$ cat src/rtl/alu_sequencer_if.sv
// alu_sequencer_if: instruction-memory port, datapath control and status bundle
// master = sequencer (drives fetch request, datapath controls, status); slave = memory/datapath side
interface alu_sequencer_if;
  logic [7:0] imem_addr;
  logic imem_req;
  logic [15:0] imem_data;
  logic imem_valid;
  logic [7:0] flags;
  logic [2:0] alu_op, ri_a, ri_b, ri_d;
  logic rw, wen;
  logic [7:0] wd;
  logic halted, illegal;
  modport master (
    output imem_addr, imem_req, alu_op, ri_a, ri_b, ri_d, rw, wen, wd, halted, illegal,
    input imem_data, imem_valid, flags
  );
  modport slave (
    input imem_addr, imem_req, alu_op, ri_a, ri_b, ri_d, rw, wen, wd, halted, illegal,
    output imem_data, imem_valid, flags
  );
endinterface

$ cat src/rtl/alu_sequencer.sv
// alu_sequencer: fetch/decode/execute control unit driving the register/ALU datapath
// ports: clk, rst (sync, active-high); bus (master): imem_addr/imem_req/imem_data/imem_valid fetch port,
// flags in, alu_op/ri_a/ri_b/ri_d/rw/wen/wd datapath controls, halted/illegal status
module alu_sequencer #(
  parameter logic [7:0] RESET_PC = 8'h00
) (
  input logic clk,
  input logic rst,
  alu_sequencer_if.master bus
);
  typedef enum logic [1:0] {FETCH, DECODE, EXECUTE, HALT} state_t;
  state_t state;
  logic [7:0] pc, target;
  logic [3:0] op, dop;
  logic d_alu, d_ldi, bad, taken;
  assign dop = bus.imem_data[15:12];
  assign d_alu = dop == 4'h1 || dop == 4'h3;
  assign d_ldi = dop == 4'h2;
  assign bad = op inside {[4'h7:4'hE]};
  assign taken = op == 4'h4 || (op == 4'h5 && bus.flags[0]) || (op == 4'h6 && bus.flags[1]);
  assign bus.imem_addr = pc;
  // gated by rst so the request stays low for the whole reset cycle
  assign bus.imem_req = state == FETCH && !rst;
  always_ff @(posedge clk) begin
    if (rst) begin
      state <= FETCH;
      pc <= RESET_PC;
      op <= 4'h0;
      target <= 8'h00;
      bus.alu_op <= 3'd0;
      bus.ri_a <= 3'd0;
      bus.ri_b <= 3'd0;
      bus.ri_d <= 3'd0;
      bus.wd <= 8'h00;
      bus.wen <= 1'b0;
      bus.rw <= 1'b0;
      bus.halted <= 1'b0;
      bus.illegal <= 1'b0;
    end else begin
      case (state)
        // fields are decoded straight from the fetched word so they are valid throughout DECODE
        FETCH: if (bus.imem_valid) begin
          op <= dop;
          target <= bus.imem_data[7:0];
          bus.alu_op <= d_alu ? bus.imem_data[11:9] : 3'd0;
          bus.ri_d <= d_alu ? bus.imem_data[8:6] : d_ldi ? bus.imem_data[10:8] : 3'd0;
          bus.ri_a <= d_alu ? bus.imem_data[5:3] : 3'd0;
          bus.ri_b <= d_alu ? bus.imem_data[2:0] : 3'd0;
          bus.wd <= d_ldi ? bus.imem_data[7:0] : 8'h00;
          bus.wen <= d_ldi;
          state <= DECODE;
        end
        DECODE: begin
          bus.rw <= op == 4'h1 || op == 4'h2;
          state <= EXECUTE;
        end
        EXECUTE: begin
          bus.rw <= 1'b0;
          if (op == 4'hF || bad) begin
            bus.halted <= 1'b1;
            bus.illegal <= bad;
            state <= HALT;
          end else begin
            pc <= taken ? target : pc + 8'd1;
            state <= FETCH;
          end
        end
        default: state <= HALT;
      endcase
    end
  end
endmodule

$ cat src/flat_wrapper.sv
// flat-port wrapper written by rule: the top's interface ports become plain ports
module alu_sequencer_flat 
#(
  parameter logic [7:0] RESET_PC = 8'h00
)
  (clk, rst, bus_imem_addr, bus_imem_req, bus_alu_op, bus_ri_a, bus_ri_b, bus_ri_d, bus_rw, bus_wen, bus_wd, bus_halted, bus_illegal, bus_imem_data, bus_imem_valid, bus_flags);
  alu_sequencer_if bus_i ();
  input logic clk;
  input logic rst;
  output wire logic [$bits(bus_i.imem_addr)-1:0] bus_imem_addr;
  output wire logic [$bits(bus_i.imem_req)-1:0] bus_imem_req;
  output wire logic [$bits(bus_i.alu_op)-1:0] bus_alu_op;
  output wire logic [$bits(bus_i.ri_a)-1:0] bus_ri_a;
  output wire logic [$bits(bus_i.ri_b)-1:0] bus_ri_b;
  output wire logic [$bits(bus_i.ri_d)-1:0] bus_ri_d;
  output wire logic [$bits(bus_i.rw)-1:0] bus_rw;
  output wire logic [$bits(bus_i.wen)-1:0] bus_wen;
  output wire logic [$bits(bus_i.wd)-1:0] bus_wd;
  output wire logic [$bits(bus_i.halted)-1:0] bus_halted;
  output wire logic [$bits(bus_i.illegal)-1:0] bus_illegal;
  input wire logic [$bits(bus_i.imem_data)-1:0] bus_imem_data;
  input wire logic [$bits(bus_i.imem_valid)-1:0] bus_imem_valid;
  input wire logic [$bits(bus_i.flags)-1:0] bus_flags;
  assign bus_imem_addr = bus_i.imem_addr;
  assign bus_imem_req = bus_i.imem_req;
  assign bus_alu_op = bus_i.alu_op;
  assign bus_ri_a = bus_i.ri_a;
  assign bus_ri_b = bus_i.ri_b;
  assign bus_ri_d = bus_i.ri_d;
  assign bus_rw = bus_i.rw;
  assign bus_wen = bus_i.wen;
  assign bus_wd = bus_i.wd;
  assign bus_halted = bus_i.halted;
  assign bus_illegal = bus_i.illegal;
  assign bus_i.imem_data = bus_imem_data;
  assign bus_i.imem_valid = bus_imem_valid;
  assign bus_i.flags = bus_flags;
  alu_sequencer #(.RESET_PC(RESET_PC)) u_core (.clk(clk), .rst(rst), .bus(bus_i));
endmodule
$ cat config.mk
export PLATFORM = sky130hd
export DESIGN_NAME = alu_sequencer_flat
export DESIGN_NICKNAME = d
export VERILOG_FILES = /design/src/rtl/alu_sequencer_if.sv /design/src/rtl/alu_sequencer.sv /design/src/flat_wrapper.sv
export SDC_FILE = /design/constraint.sdc
export NUM_CORES = 1
export LEC_CHECK = 0
export CAP_MARGIN = 5
export CORE_MARGIN = 5
export CORE_UTILIZATION = 46
export CTS_BUF_LIST = sky130_fd_sc_hd__clkbuf_16
export DETAILED_ROUTE_END_ITERATION = 8
export MAX_ROUTING_LAYER = met4
export PLACE_DENSITY = 0.79
export SYNTH_ARGS = -nofsm -noshare
export SYNTH_HDL_FRONTEND = slang
export SYNTH_SLANG_ARGS = --single-unit
$ cat constraint.sdc
create_clock -name clk -period 1.9 [get_ports clk]
set_clock_uncertainty 0.2 [all_clocks]
set_input_delay 0.285 -clock clk [delete_from_list [all_inputs] [get_ports clk]]
set_output_delay 0.285 -clock clk [all_outputs]
set_load 0.02 [all_outputs]
## Yosys cells after proc, flatten, opt, wreduce, memory -nomap -nowiden

Index checks and enable logic that the tools add are counted.

- Flip-flop bits (word level): 46
- Bits of input ports: 27
- Output and inout bits: 33

- Add/subtract/negate cells: 1
- $lt $le $gt $ge: 2
- Equality and inequality tests: 12
- Multiplexer cells: 11
- Bitwise gates (word level): 1
- Reduce and logical (&&, ||, !) cells: 15

Operator list:

| kind | number |
|---|---|
| $mux 8 | 2 |
| $mux 3 | 5 |
| $eq 4x2->1 const B | 3 |
| $eq 4x3->1 const B | 3 |
| $add 8x1->8 const B | 1 |
| $eq 4x1->1 const B | 2 |
| $pmux 2 s3 | 1 |
| $reduce_and 2->1 | 3 |
| $logic_or 1x1->1 | 5 |
| $eq 4x4->1 const B | 1 |
| $ge 4x3->1 const B | 1 |
| $le 4x4->1 const B | 1 |
| $logic_and 1x1->1 | 4 |
| $mux 2 | 2 |
| $eq 2x1->1 const B | 1 |
| $eq 2x2->1 const B | 1 |
| $logic_not 2->1 | 1 |
| $ne 2x2->1 const B | 1 |
| $pmux 1 s2 | 1 |
| $reduce_bool 2->1 | 1 |
| $logic_not 1->1 | 1 |
| $not 1->1 | 1 |

## Longest topological paths before layout

- Word-level depth: 5
- Depth in mapped cells: 8
- Mapped depth without buffers: 7

## Worst setup path before layout

Ideal clock, no wire load.

- Path type: register to register
- Start: reg u_core.state[0]
- End: reg u_core.bus.ri_d[1]
- Arrival time: 1444 ps
- Required time: 1572 ps
- Path slack: 129 ps
- Cell stages (with the launch flop): 9
- Clock period less this slack: 1771 ps
- Cells stage by stage: dfxtp_1 -> inv_1 -> ha_1 -> and2_2 -> nand3b_1 -> nor3_1 -> buf_4 -> a222oi_1 -> nor2_1

- Word-level cells in the longest chain between the ends: 2

Ends and longest elaborated chain:

| item | line | source |
|---|---|---|
| start: declaration | alu_sequencer.sv:12 | `state_t state;` |
| start signal: assignment | alu_sequencer.sv:26 | `state <= FETCH;` |
| start signal: assignment | alu_sequencer.sv:51 | `state <= DECODE;` |
| start signal: assignment | alu_sequencer.sv:55 | `state <= EXECUTE;` |
| $logic_not 2->1 | alu_sequencer.sv:40 | `case (state)` |
| $reduce_and 2->1 (no source line) | n/a |  |
| end signal: assignment | alu_sequencer.sv:46 | `bus.ri_d <= d_alu ? bus.imem_data[8:6] : d_ldi ? bus.imem_data[10:8] : 3'd0;` |
| end: declaration | alu_sequencer_if.sv:14 | `output imem_addr, imem_req, alu_op, ri_a, ri_b, ri_d, rw, wen, wd, halted, illegal,` |

Every way passes these cells.
A chain may end at the register's enable or synchronous reset.

## Worst setup path after layout

- Start: reg u_core.state[0]
- End: reg u_core.bus.ri_b[0]

- Word-level cells in the longest chain between the ends: 2

Ends and longest elaborated chain:

| item | line | source |
|---|---|---|
| $logic_not 2->1 | alu_sequencer.sv:40 |  |
| $reduce_and 2->1 (no source line) | n/a |  |
| end signal: assignment | alu_sequencer.sv:48 | `bus.ri_b <= d_alu ? bus.imem_data[2:0] : 3'd0;` |
| end: declaration | alu_sequencer_if.sv:14 |  |

Every way passes these cells.

==> impl_metrics.ini <==
[synth]
synth_edf_count = 0
muxShareOfSynthArea_pct = 3.64
synth_seq_cells = 46
async_reset_ff_share_pct = 0
postSynthCellCount = 222
yosysSeqAreaShare_pct = 47.8
synth_xor_area_share_pct = 0.455
avgSynthCellArea_sq_um = 8.67
ys_types = 38
synth_top_family_by_area = simple AND/OR/NAND/NOR gates
synth_flop_cell = dfxtp_1
synth-simple-area-share_pct = 21.4
synthAdderAreaFrac_pct = 2.60
synth.cell_area_sq_mm = 0.00193
synth_nets = 253
synth_compound_area_share_pct = 18.8
ys_warn_count = 0

[pwr]
swShare_pct = 28.7
switchingPower_uw = 722
totalPowerFinal_mw = 2.51
leakage_nw = 1.04
peakVddDrop_mv = 0.510
p_int_mw = 1.79
seqPwrFrac_pct = 43.4
p_per_area_mw_per_mm2 = 919
comb_power_share_pct = 23.6
p_clk_share_pct = 33.0

[die]
die-area_sq_mm = 0.00558
io_pins = 60
initial_core_util_pct = 47.8
core.rowCount = 23
die_h_um = 74.7
coreArea_sq_mm = 0.00403
die_w_um = 74.7

[placed_design]
dp_slack_ns = -0.0276
gp_congestion = 0.760
hpwl_um = 3340
place_inst = 327
placed_area_sq_mm = 0.00258
portBuffers = 53

[clocking]
root_buffer = clkbuf_16
clock_path_buffers = 2
cts_setup_buffers = 0
cts_tree = done
cts_sinks = 46
clock_latency_ns = 0.28
hold_buffers = 0
cts_buffers = 5
htree_levels = 2
clkTransAtPathRegs_ns = 0.06

[finish]
fill_cells = 333
seq_area_sq_um = 921
drive_gt1_share_pct = 11.2
fin_cells = 336
final_common_cell = clkdlybuf4s50_1
area.growth.synth_to_final_pct = 41.8
multi_input_area_sq_um = 911
fin_area_sq_mm = 0.00273
nets = 316
fin_util_pct = 67.8
diodes = 0
mostFrequentLayoutCells = clkdlybuf4s50_1, dfxtp_1, nor2_1

[global_routing]
grt_pass1_vias = 1676
grt_pass1_wl_um = 7700
grt_max_degree = 36
gr-total-overflow = 0
antenna_found_initial = 0
grt.total_usage_pct = 18.2

[sta]
setup_violations = 0
hold_viol_final = 0
clock.fmax_ghz = 0.552
slew_violations = 0
fin_crit_sh_pct = 95.4
fin_ws_ns = 0.0881
fin_crit_ns = 1.81
relSlewSlack_pct = 77.2
holdWs_ns = 0.264
worst_pin_slew_ns = 0.343
final.setup.tns_ns = 0

[critical_path]
cp.required_ns = 1.92
crit_slowest_cell = dfxtp_1
crit_end = u_core.bus.ri_b[0]
r2r_start = u_core.state[0]
startpoint_type = register
critPathCaptureType = register
cp.arrival_ns = 1.83
r2r_end = u_core.bus.ri_b[0]
path_cells = inv_1 > ha_2 > and2_2 > nand2_1 > nor3_2 > clkdlybuf4s15_2 > a22oi_1 > nor2_1
cpPeakStageDelay_ns = 0.32
cp_max_fo = 6
reg2reg_depth = 8
reg2reg_slack_ns = 0.09
crit_path_start = u_core.state[0]
worstSetupPathType = reg2reg

[drt]
routed_wl_um = 4660
drc = 0
antenna_left = 0
viasPerCell = 5.30
drt-initial-drc-count = 157
num_vias = 1782
wire_per_inst_um = 13.9
drt-pass1-iter-count = 4

[hold_path]
hp-class = reg2reg

[status]
outcome = finished clean

[job]
cap_violations = 0
routing by layer:
metal,up-vias,share of wire [%],GRT usage [%]
li1,902,-,-
met5,-,0,-
met2,48,46,26.7
met4,0,0.75,5.34
met3,5,7.2,4.67
met1,827,46,24.7
synth_stat cells (all sizes together), types with 4 or more instances:
master / n / area share (%)
mux2i: 7 / 3.6
inv: 11 / 2.1
buf: 4 / 1.6
nand2: 33 / 6.6
nor2: 34 / 6.6
o32ai: 5 / 2.3
a22oi: 17 / 6.6
a21oi: 19 / 4.9
nor3: 4 / 1.0
dfxtp: 46 / 48
clkbuf: 8 / 1.6
ha: 4 / 2.6
final cells by class:
| cell class | count | area share [%] |
|---|---|---|
| Sequential cell | 46 | 33.7 |
| Multi-Input combinational cell | 153 | 33.3 |
| Timing Repair Buffer | 68 | 24.0 |
| Clock buffer | 5 | 4.58 |
| Tap cell | 50 | 2.29 |
| Inverter | 11 | 1.51 |
| Clock inverter | 3 | 0.596 |
worst min-delay path by stage:
stage | startpoint | to | cells after the start
2_1_floorplan | bus_imem_data[4] | u_core.target[4] | 2
3_3_place_gp | u_core.target[1] | u_core.target[1] | 2
3_5_place_dp | u_core.target[0] | u_core.target[0] | 2
4_1_cts | u_core.target[4] | u_core.target[4] | 2
5_1_grt | u_core.target[0] | u_core.target[0] | 2
6_report | u_core.target[4] | u_core.target[4] | 2
registers in the layout, summed over array words and instances, names as in the netlist:
| name | flops |
|---|---|
| u_core.bus.ri_a | 3 |
| u_core.bus.ri_d | 3 |
| u_core.bus.imem_addr | 8 |
| u_core.state | 2 |
| u_core.bus.ri_b | 3 |
| u_core.bus.wd | 8 |
| u_core.target | 8 |
| u_core.bus.halted | 1 |
| u_core.bus.alu_op | 3 |
| u_core.op | 4 |
| u_core.bus.illegal | 1 |
| u_core.bus.wen | 1 |
| u_core.bus.rw | 1 |
power by group through the flow:
stage               Combinational, mW  Sequential [mW]  Clock (mW)
CTS                             0.590             1.09       0.849
floorplan                       0.320             1.13           0
global placement                0.581             1.11           0
detailed placement              0.588             1.11           0
global route                    0.658             1.10       0.893
finish                          0.592             1.09       0.829
critical path: cells and delay by family (launching register included):
family | cells | cell delay [ns]
AO/OA/AOI/OAI | 1 | 0.08
adder cells (fa/ha/maj) | 1 | 0.21
buffers and inverters | 2 | 0.40
flip-flops | 1 | 0.32
AND/OR/NAND/NOR | 4 | 0.56
logic make-up after synthesis:
| family | after synthesis |
|---|---|
| AO/OA/AOI/OAI | 52 |
| XOR/XNOR | 1 |
| adder cells (fa/ha/maj) | 4 |
| flip-flops | 46 |
| multiplexers | 7 |
| buffers and inverters | 23 |
| AND/OR/NAND/NOR | 89 |
what timing repair did:
| action | CTS | global route |
|---|---|---|
| resized for setup | 1 | 4 |
| pin swaps | 0 | 1 |
| gates cloned | 0 | 1 |
| endpoints found under the setup margin | 1 | 3 |
No activity file was read; power rests on OpenSTA's default activity.
